==> src/rtl/aria_pkg.sv <==
// aria_pkg: shared widths, key-length mode codes and front-end FSM state encodings
//   BLK_W / KEY_W         : block and key widths
//   ARIA_MODE_*           : cfg_mode codes (128/192/256-bit key, reserved)
//   ST_*                  : aria_stream_chain state encodings
package aria_pkg;
  localparam int BLK_W = 128;
  localparam int KEY_W = 256;
  localparam logic [1:0] ARIA_MODE_128 = 2'b00;
  localparam logic [1:0] ARIA_MODE_192 = 2'b01;
  localparam logic [1:0] ARIA_MODE_256 = 2'b10;
  localparam logic [1:0] ARIA_MODE_RSV = 2'b11;
  localparam logic [2:0] ST_IDLE    = 3'd0;
  localparam logic [2:0] ST_RUN     = 3'd1;
  localparam logic [2:0] ST_WAIT_LO = 3'd2;
  localparam logic [2:0] ST_WAIT_HI = 3'd3;
  localparam logic [2:0] ST_OUT     = 3'd4;
endpackage

==> src/rtl/aria_chain_xor.sv <==
// aria_chain_xor: ECB/CBC pre-core XOR, post-core XOR and next chain value
//   i_cbc, i_dec   : chaining mode and direction of the current message
//   i_blk          : captured input block (plaintext or ciphertext)
//   i_chain        : current chain register
//   i_core_msg     : core result
//   o_core_in      : block presented to the core
//   o_m_data       : block presented on the output stream
//   o_chain_nxt    : chain value to commit once the output beat is taken
module aria_chain_xor import aria_pkg::*; (
  input  logic             i_cbc,
  input  logic             i_dec,
  input  logic [BLK_W-1:0] i_blk,
  input  logic [BLK_W-1:0] i_chain,
  input  logic [BLK_W-1:0] i_core_msg,
  output logic [BLK_W-1:0] o_core_in,
  output logic [BLK_W-1:0] o_m_data,
  output logic [BLK_W-1:0] o_chain_nxt
);
  assign o_core_in   = (i_cbc && !i_dec) ? i_blk ^ i_chain : i_blk;
  assign o_m_data    = (i_cbc && i_dec) ? i_core_msg ^ i_chain : i_core_msg;
  // encrypt chains on the produced ciphertext, decrypt on the consumed ciphertext
  assign o_chain_nxt = i_dec ? i_blk : i_core_msg;
endmodule

==> src/rtl/aria_stream_chain.sv <==
// aria_stream_chain: valid/ready stream front-end running one ARIA core block at a time with ECB/CBC chaining
//   cfg_mode/cfg_cbc/cfg_decrypt/key : message config, captured on the first beat
//   iv/iv_load                       : CBC initial vector, loaded between messages
//   s_valid/s_ready/s_data/s_last    : input block stream
//   m_valid/m_ready/m_data/m_last    : output block stream
//   core_*                           : start pulse, config and block to the core; result and ready from it
//   busy/err                         : activity flag; pulse on reserved mode or watchdog expiry
module aria_stream_chain import aria_pkg::*; #(
  parameter int TIMEOUT_CYC = 64,
  parameter int CNT_W       = 7
) (
  input  logic             clk,
  input  logic             rst_n,
  input  logic [1:0]       cfg_mode,
  input  logic             cfg_cbc,
  input  logic             cfg_decrypt,
  input  logic [KEY_W-1:0] key,
  input  logic [BLK_W-1:0] iv,
  input  logic             iv_load,
  input  logic             s_valid,
  output logic             s_ready,
  input  logic [BLK_W-1:0] s_data,
  input  logic             s_last,
  output logic             m_valid,
  input  logic             m_ready,
  output logic [BLK_W-1:0] m_data,
  output logic             m_last,
  output logic             core_run,
  output logic [1:0]       core_mode,
  output logic             core_decrypt,
  output logic [KEY_W-1:0] core_key,
  output logic [BLK_W-1:0] core_in,
  input  logic [BLK_W-1:0] core_msg,
  input  logic             core_ready,
  output logic             busy,
  output logic             err
);
  logic [2:0]       r_state, w_nxt;
  logic             r_live, r_in_msg, r_cbc, r_dec, r_last, r_err;
  logic [1:0]       r_mode;
  logic [KEY_W-1:0] r_key;
  logic [BLK_W-1:0] r_blk, r_chain, r_chain_nxt, r_iv, r_mdata;
  logic [CNT_W-1:0] r_cnt;
  logic             w_acc, w_rsv, w_wait, w_done, w_tmo;
  logic [BLK_W-1:0] w_core_in, w_out, w_chain_nxt;

  aria_chain_xor u_xor (
    .i_cbc       (r_cbc),
    .i_dec       (r_dec),
    .i_blk       (r_blk),
    .i_chain     (r_chain),
    .i_core_msg  (core_msg),
    .o_core_in   (w_core_in),
    .o_m_data    (w_out),
    .o_chain_nxt (w_chain_nxt)
  );

  assign w_acc  = s_valid && s_ready;
  // mid-message the captured mode governs, so a reserved code appearing later is ignored
  assign w_rsv  = (r_in_msg ? r_mode : cfg_mode) == ARIA_MODE_RSV;
  assign w_wait = r_state == ST_WAIT_LO || r_state == ST_WAIT_HI;
  assign w_done = r_state == ST_WAIT_HI && core_ready;
  // watchdog fires only when the awaited core_ready level has not arrived
  assign w_tmo  = w_wait && r_cnt == CNT_W'(TIMEOUT_CYC - 1) &&
                  (r_state == ST_WAIT_LO ? core_ready : !core_ready);

  always_comb begin
    w_nxt = r_state;
    case (r_state)
      ST_IDLE:    w_nxt = w_acc ? (w_rsv ? ST_OUT : ST_RUN) : ST_IDLE;
      ST_RUN:     w_nxt = ST_WAIT_LO;
      ST_WAIT_LO: w_nxt = !core_ready ? ST_WAIT_HI : (w_tmo ? ST_OUT : ST_WAIT_LO);
      ST_WAIT_HI: w_nxt = (core_ready || w_tmo) ? ST_OUT : ST_WAIT_HI;
      ST_OUT:     w_nxt = m_ready ? ST_IDLE : ST_OUT;
      default:    w_nxt = ST_IDLE;
    endcase
  end

  always_ff @(posedge clk or negedge rst_n) begin
    if (!rst_n) begin
      r_state     <= ST_IDLE;
      r_live      <= 1'b0;
      r_in_msg    <= 1'b0;
      r_cbc       <= 1'b0;
      r_dec       <= 1'b0;
      r_last      <= 1'b0;
      r_err       <= 1'b0;
      r_mode      <= '0;
      r_key       <= '0;
      r_blk       <= '0;
      r_chain     <= '0;
      r_chain_nxt <= '0;
      r_iv        <= '0;
      r_mdata     <= '0;
      r_cnt       <= '0;
    end else begin
      r_state <= w_nxt;
      r_live  <= 1'b1;
      r_err   <= 1'b0;
      r_cnt   <= (w_wait && w_nxt == r_state) ? r_cnt + CNT_W'(1) : '0;
      if (w_acc) begin
        r_blk    <= s_data;
        r_last   <= s_last;
        r_in_msg <= !s_last;
        if (!r_in_msg) begin
          r_mode <= cfg_mode;
          r_cbc  <= cfg_cbc;
          r_dec  <= cfg_decrypt;
          r_key  <= key;
        end
        if (w_rsv) begin
          r_mdata     <= '0;
          r_err       <= 1'b1;
          r_chain_nxt <= s_last ? r_iv : r_chain;
        end
      end
      // chain commit is staged so it only lands when the result is actually taken
      if (w_done) begin
        r_mdata     <= w_out;
        r_chain_nxt <= r_last ? r_iv : (r_cbc ? w_chain_nxt : r_chain);
      end
      if (w_tmo) begin
        r_mdata     <= '0;
        r_err       <= 1'b1;
        r_in_msg    <= 1'b0;
        r_chain_nxt <= r_iv;
      end
      if (m_valid && m_ready) r_chain <= r_chain_nxt;
      if (iv_load && r_state == ST_IDLE && !r_in_msg) begin
        r_iv    <= iv;
        r_chain <= iv;
      end
    end
  end

  // r_live keeps s_ready low while in reset and for the first cycle after it
  assign s_ready      = r_live && r_state == ST_IDLE;
  assign m_valid      = r_state == ST_OUT;
  assign m_data       = r_mdata;
  assign m_last       = r_last;
  assign core_run     = r_state == ST_RUN;
  assign core_mode    = r_mode;
  assign core_decrypt = r_dec;
  assign core_key     = r_key;
  assign core_in      = w_core_in;
  assign busy         = r_state != ST_IDLE || r_in_msg;
  assign err          = r_err;
endmodule

==> config.mk <==
export PLATFORM = sky130hd
export DESIGN_NAME = aria_stream_chain
export DESIGN_NICKNAME = d
export VERILOG_FILES = /design/src/rtl/aria_pkg.sv /design/src/rtl/aria_chain_xor.sv /design/src/rtl/aria_stream_chain.sv
export SDC_FILE = /design/constraint.sdc
export NUM_CORES = 2
export LEC_CHECK = 0
export ABC_AREA = 1
export CORE_AREA = 8 8 456 458
export CTS_CLUSTER_SIZE = 24
export DETAILED_ROUTE_END_ITERATION = 8
export DIE_AREA = 0 0 464 466
export SYNTH_ARGS = -nofsm -noshare
export SYNTH_HDL_FRONTEND = slang
export SYNTH_SLANG_ARGS = --single-unit
==> constraint.sdc <==
create_clock -name clk -period 2.1 [get_ports clk]
set_input_delay 0.63 -clock clk [delete_from_list [all_inputs] [get_ports clk]]
set_output_delay 0.63 -clock clk [all_outputs]
set_load 0.01 [all_outputs]
# Word-level counts from Yosys, hierarchy flattened
# Cells that the tools add are included.
# word_totals
reg_bits	914
output_inout_bits	521
elab_cells	83
# op_classes
n_reduce_logical	26
n_eq_ne	7
add_sub_neg	1
n_mux	31
bitwise_logic	3
# op_table
cell	count
$mux W128	16
$xor A128 B128 Y128	2
$mux W3	6
$pmux W3 S5	1
$logic_and A1 B1 Y1	11
$reduce_bool A3 Y1	3
$add A7 B1 Y7 const B	1
$eq A7 B6 Y1 const B	1
$mux W7	1
$eq A3 B2 Y1 const B	2
$mux W1	6
$logic_not A1 Y1	4
$reduce_and A2 Y1	2
$reduce_bool A2 Y1	2
$eq A3 B1 Y1 const B	1
$eq A3 B3 Y1	1
$eq A3 B3 Y1 const B	1
$logic_not A3 Y1	1
$logic_or A1 B1 Y1	3
$eq A2 B2 Y1 const B	1
$mux W2	1
$not A1 Y1	1

# Logic depth before layout (Yosys ltp)
# depth
ltp_word	10
ltp_mapped	16

# Modules after synthesis
# Synthesis repeated with hierarchy kept, for this count alone.
# unflattened
cells_unflattened	6453
hier_area_um2	48891.9
# modules_own_cells
mod	cells_each	area_each_um2	n_inst
aria_stream_chain	4808	41821.4	1
aria_chain_xor	1645	7070.5	1

# Worst setup path after synthesis
# OpenSTA, ideal clock, no wires.
# synth_path
path_kind	register to output
from	register r_dec, in the netlist core_decrypt
to	output port core_in[100]
path_stages_with_launch	8
arrival_ns	1.682
slack_ns	-0.212
path_buffers	4
t_required_ns	1.470
cell_sequence	dfrtp_1 > clkbuf_1 > inv_1 > clkbuf_1 > buf_2 > buf_2 > nand3_1 > xnor2_1
# synth_via
elab_chain_cells	3
# synth_rtl
item	line	rtl
start: declaration	aria_stream_chain.sv:39	logic r_live, r_in_msg, r_cbc, r_dec, r_last, r_err;
start signal: assignment	aria_stream_chain.sv:108	r_dec <= cfg_decrypt;
$logic_not A1 Y1	aria_chain_xor.sv:19	assign o_core_in = (i_cbc && !i_dec) ? i_blk ^ i_chain : i_blk;
$logic_and A1 B1 Y1	aria_chain_xor.sv:19	
$mux W128	aria_chain_xor.sv:19	
end: declaration	aria_stream_chain.sv:32	output logic [BLK_W-1:0] core_in,
# No other way between the ends.

# Worst setup path after layout
# layout_path
from	register r_dec, in the netlist core_decrypt
to	output port core_in[21]
# The elaborated chain is that of the path after synthesis.

==> results summary <==
The flow ran to the end, but the final reports show violations. The final reports fail on DRC, setup timing. The total vias in the final route came out at 50,540. The count of antenna-violating nets left after detailed routing came out at 0. STA classifies the critical path startpoint as a flip-flop. The worst-case register-to-register setup slack came out at -0.39 ns. The core area came out at 200,900 um2.

The number of library cell types mapped by synthesis came out at 33. The wire length of the first global-routing pass is between 300 and 400 mm. The sequential fraction of the synthesis area is between 40% and 50%.

The transition time at the pin with the least slew margin is 0.9144 ns. The worst hold path belongs to the class in -> reg. The layout cell share with drive strength beyond 1 is a little under a third.

Dividing the detail-routed wire length by the instance count gives 29.24 um. The analysis attributes to cell leakage a power of 35.33 nW. The placed cell count is between 9,000 and 10,000. Across the run, the number of max-cap violations was 0. The detailed-router iteration count before antenna repair came out at 9.

The post-synthesis net count is around 6,100. The placer congestion estimate is around 0.95. The total routing usage reported by global routing came out at between 20 and 25%.

Counting every sink on the clock net gives 914. TritonCTS built the clock tree. Pin placement for this block handled 1,172 I/O pins.

Yosys printed 0 warnings. The aggregate routed wire length is roughly 290 mm. The clock-pin slew of the registers on the worst-case setup and hold paths is 0.06 ns. The category of the critical setup timing path is reg -> out. The half-perimeter wire length after placement is just under 200 mm.

The area of the die came out at 216,200 um2. Once routing completed, OpenROAD measured the worst setup slack at -0.9363 ns. After the flow finishes, the layout carries non-filler instances totaling between 9,000 and 10,000. The arrival time of the worst setup path is around 2.4 ns. The H-tree level count came out at 3. The number of failing setup endpoints in the final timing report is 901. The post-place instance area came out at 64,690 um2. The final count of hold timing violations came out at 0. Final hold analysis gives a worst-case slack of a little under 0.4 ns.

The number of global-route vias before repair came to about 48,000. Of all nets on the critical path, the largest fanout is 7. The starting DRC count in detailed routing is a little under 6,000. The TritonCTS buffer count is approximately 110. The count of final max-slew check failures is 0. The number of input and output port buffers inserted came out at 1,171. Setup repair after global routing could not meet its margin everywhere. The final critical delay including setup and external delays is about 3 ns. The worst-case clock skew came out at roughly 0.048 ns. The leftover overflow at the end of global routing is 0. The maximum vdd drop came out at 0.9242 mV. The post-layout net count came out at ~7,800.

The number of remaining DRC errors came out at 3. The final critical path takes up 144.6% of the cycle. Once the floorplan was initialized, standard cells occupied a little under a quarter of the core. The relative slew slack is 39.04%. The horizontal die dimension is ~460 um. The synthesized area per cell is 8.428 um2.

The number of standard cells after synthesis came out at 5,473. In this run the vertical extent of the chip is between 400 and 500 um. The number of synthesized register bits came out at roughly 900. The number of core rows came out at roughly 170.

The initial antenna violation count is 93. The clock latency of the later-clocked register in the worst-skew pair is roughly 0.78 ns. Power spread over the standard cell area amounts to 1589 nW/um2. The area of the mapped netlist came out at 46,130 um2. The synthesis-to-layout area growth came out at 69.90%. The final design instance area without fill is a little under 80,000 um2.

The largest buffer count on any clock path came out at 3. The worst setup path is captured at an output pin. The largest net degree at the start of global routing is 91. The highest clock rate came out at between 300 and 400 MHz. The worst path required time is approximately 1.5 ns. In the routed layout, each cell is associated on average with a via count of slightly above 5. The tree is rooted in a clkbuf_16.
-- flip-flops by register name, indices dropped and copies added (netlist names), 2 cells and up --
| name | count |
|---|---|
| r_chain_nxt | 128 |
| core_mode | 2 |
| r_iv | 128 |
| core_key | 256 |
| m_data | 128 |
| r_blk | 128 |
| r_chain | 128 |
| r_cnt | 7 |
| r_state | 3 |
-- power breakdown --
part	total (W)	switching (W)	internal [W]
logic	0.0697	0.0389	0.0308
clock network	0.0210	0.00873	0.0123
registers	0.0338	0.00773	0.0261
total	0.125	0.0554	0.0691
-- placed cells by master (no fill, tap or decap), types with 145 or more instances in the layout --
cell	netlist	final
clkdlybuf4s50_1	0	649
buf_2	150	357
nand2_4	0	149
inv_1	314	310
buf_12	0	220
nand2_1	1529	1192
clkbuf_16	0	145
xor2_1	201	150
nor2_1	211	196
mux2_1	196	196
dfrtp_1	914	898
nand2_2	4	188
buf_4	24	341
o21ai_0	550	503
nand3_1	442	269
-- synth_stat cells --
library cell	instances	area [um2]
a21oi_1	133	665.6
nand2_2	4	25.02
inv_1	314	1179
nand3_1	442	2212
nand3_2	3	30.03
o21ai_1	133	665.6
buf_2	150	750.7
nor3_1	1	5.000
a32oi_1	1	8.760
clkinv_1	2	7.510
o21ai_0	550	2753
conb_1	1	3.750
o211ai_1	122	915.9
xnor2_1	60	525.5
nand3b_1	1	7.510
o311ai_0	1	8.760
nand4_1	2	12.51
inv_2	8	30.03
nor2_2	3	18.77
dfrtp_1	914	22870
mux2_1	196	2207
mux2_2	60	675.7
xor2_1	201	1760
o22ai_1	39	244.0
clkbuf_1	205	769.5
buf_6	13	146.4
ha_1	2	25.02
nor2_1	211	792.0
nor2_4	2	22.52
buf_4	24	180.2
buf_1	18	67.56
nand2_1	1529	5739
a31oi_1	128	800.8
-- through the flow --
| stage | setup slack, ns | total power, W | utilization [%] | TNS, ns |
|---|---|---|---|---|
| after floorplan | 0.001977 | 0.05589 | - | 0 |
| after global placement | -0.7566 | 0.08963 | 32.20 | -399.65 |
| after detailed placement | -0.7790 | 0.09034 | 32.20 | -405.94 |
| after CTS | -1.053 | 0.1166 | 36.66 | -208.80 |
| after global routing | -1.035 | 0.1301 | 39.00 | -315.15 |
| final | -0.9363 | 0.1245 | 39.01 | -232.31 |
-- cell type report --
class / instances / area [um2]
Clock buffer: 156 / 3248
Timing Repair inverter: 3 / 90.09
Timing Repair Buffer: 1933 / 21400
Fill cell: 19410 / 122500
Antenna cell: 38 / 95.09
Clock inverter: 53 / 678.2
Multi-Input combinational cell: 3825 / 25310
Sequential cell: 914 / 22900
Tap cell: 2672 / 3343
Inverter: 324 / 1313
-- critical path, stage by stage, from the launching register on --
cell	delay, ns
dfrtp_4	0.52
inv_12	0.12
buf_12	0.15
buf_12	0.16
buf_12	0.16
buf_8	0.12
nand3_4	0.06
xnor2_2	0.20
buf_6	0.15
-- kinds of logic after synthesis --
family	count (synthesis)	synth area share, %
AND/OR/NAND/NOR	2198	19.22
flip-flops	914	49.58
other	1	0.008130
buffers and inverters	734	6.787
adder cells (fa/ha/maj)	2	0.05424
AO/OA/AOI/OAI	1107	13.14
multiplexers	256	6.250
XOR/XNOR	261	4.956
-- layer usage --
layer | vias up | GRT usage (%) | share of wire [%]
li1 | 21470 | - | -
met1 | 25010 | 34.35 | 42
met2 | 3339 | 36.98 | 43
met3 | 696 | 5.239 | 9.5
met4 | 24 | 8.980 | 4.9
met5 | - | 0 | 0.053
-- worst paths after layout --
path,startpoint,endpoint,cells after the start
max reg2reg,r_state[1]$_DFF_PN0_,r_chain[44]$_DFFE_PN0P_,13
max in group asynchronous,rst_n,r_cbc$_DFFE_PN0P_,4
min in group asynchronous,rst_n,core_key[152]$_DFFE_PN0P_,3
min,s_data[119],r_blk[119]$_DFFE_PN0N_,3
max,core_decrypt$_DFFE_PN0P_,core_in[21],8
min reg2reg,r_cnt[0]$_DFF_PN0_,r_cnt[0]$_DFF_PN0_,1
-- repair_timing --
item / CTS / global route
hold buffers: 1 / 0
pin swaps: 145 / 288
endpoints found under the hold margin: 71 / 0
setup endpoints to repair: 1204 / 804
gates cloned: 75 / 42
gates resized for setup: 2625 / 842
buffers inserted: 161 / 79
(Power assumes the default switching activity.)
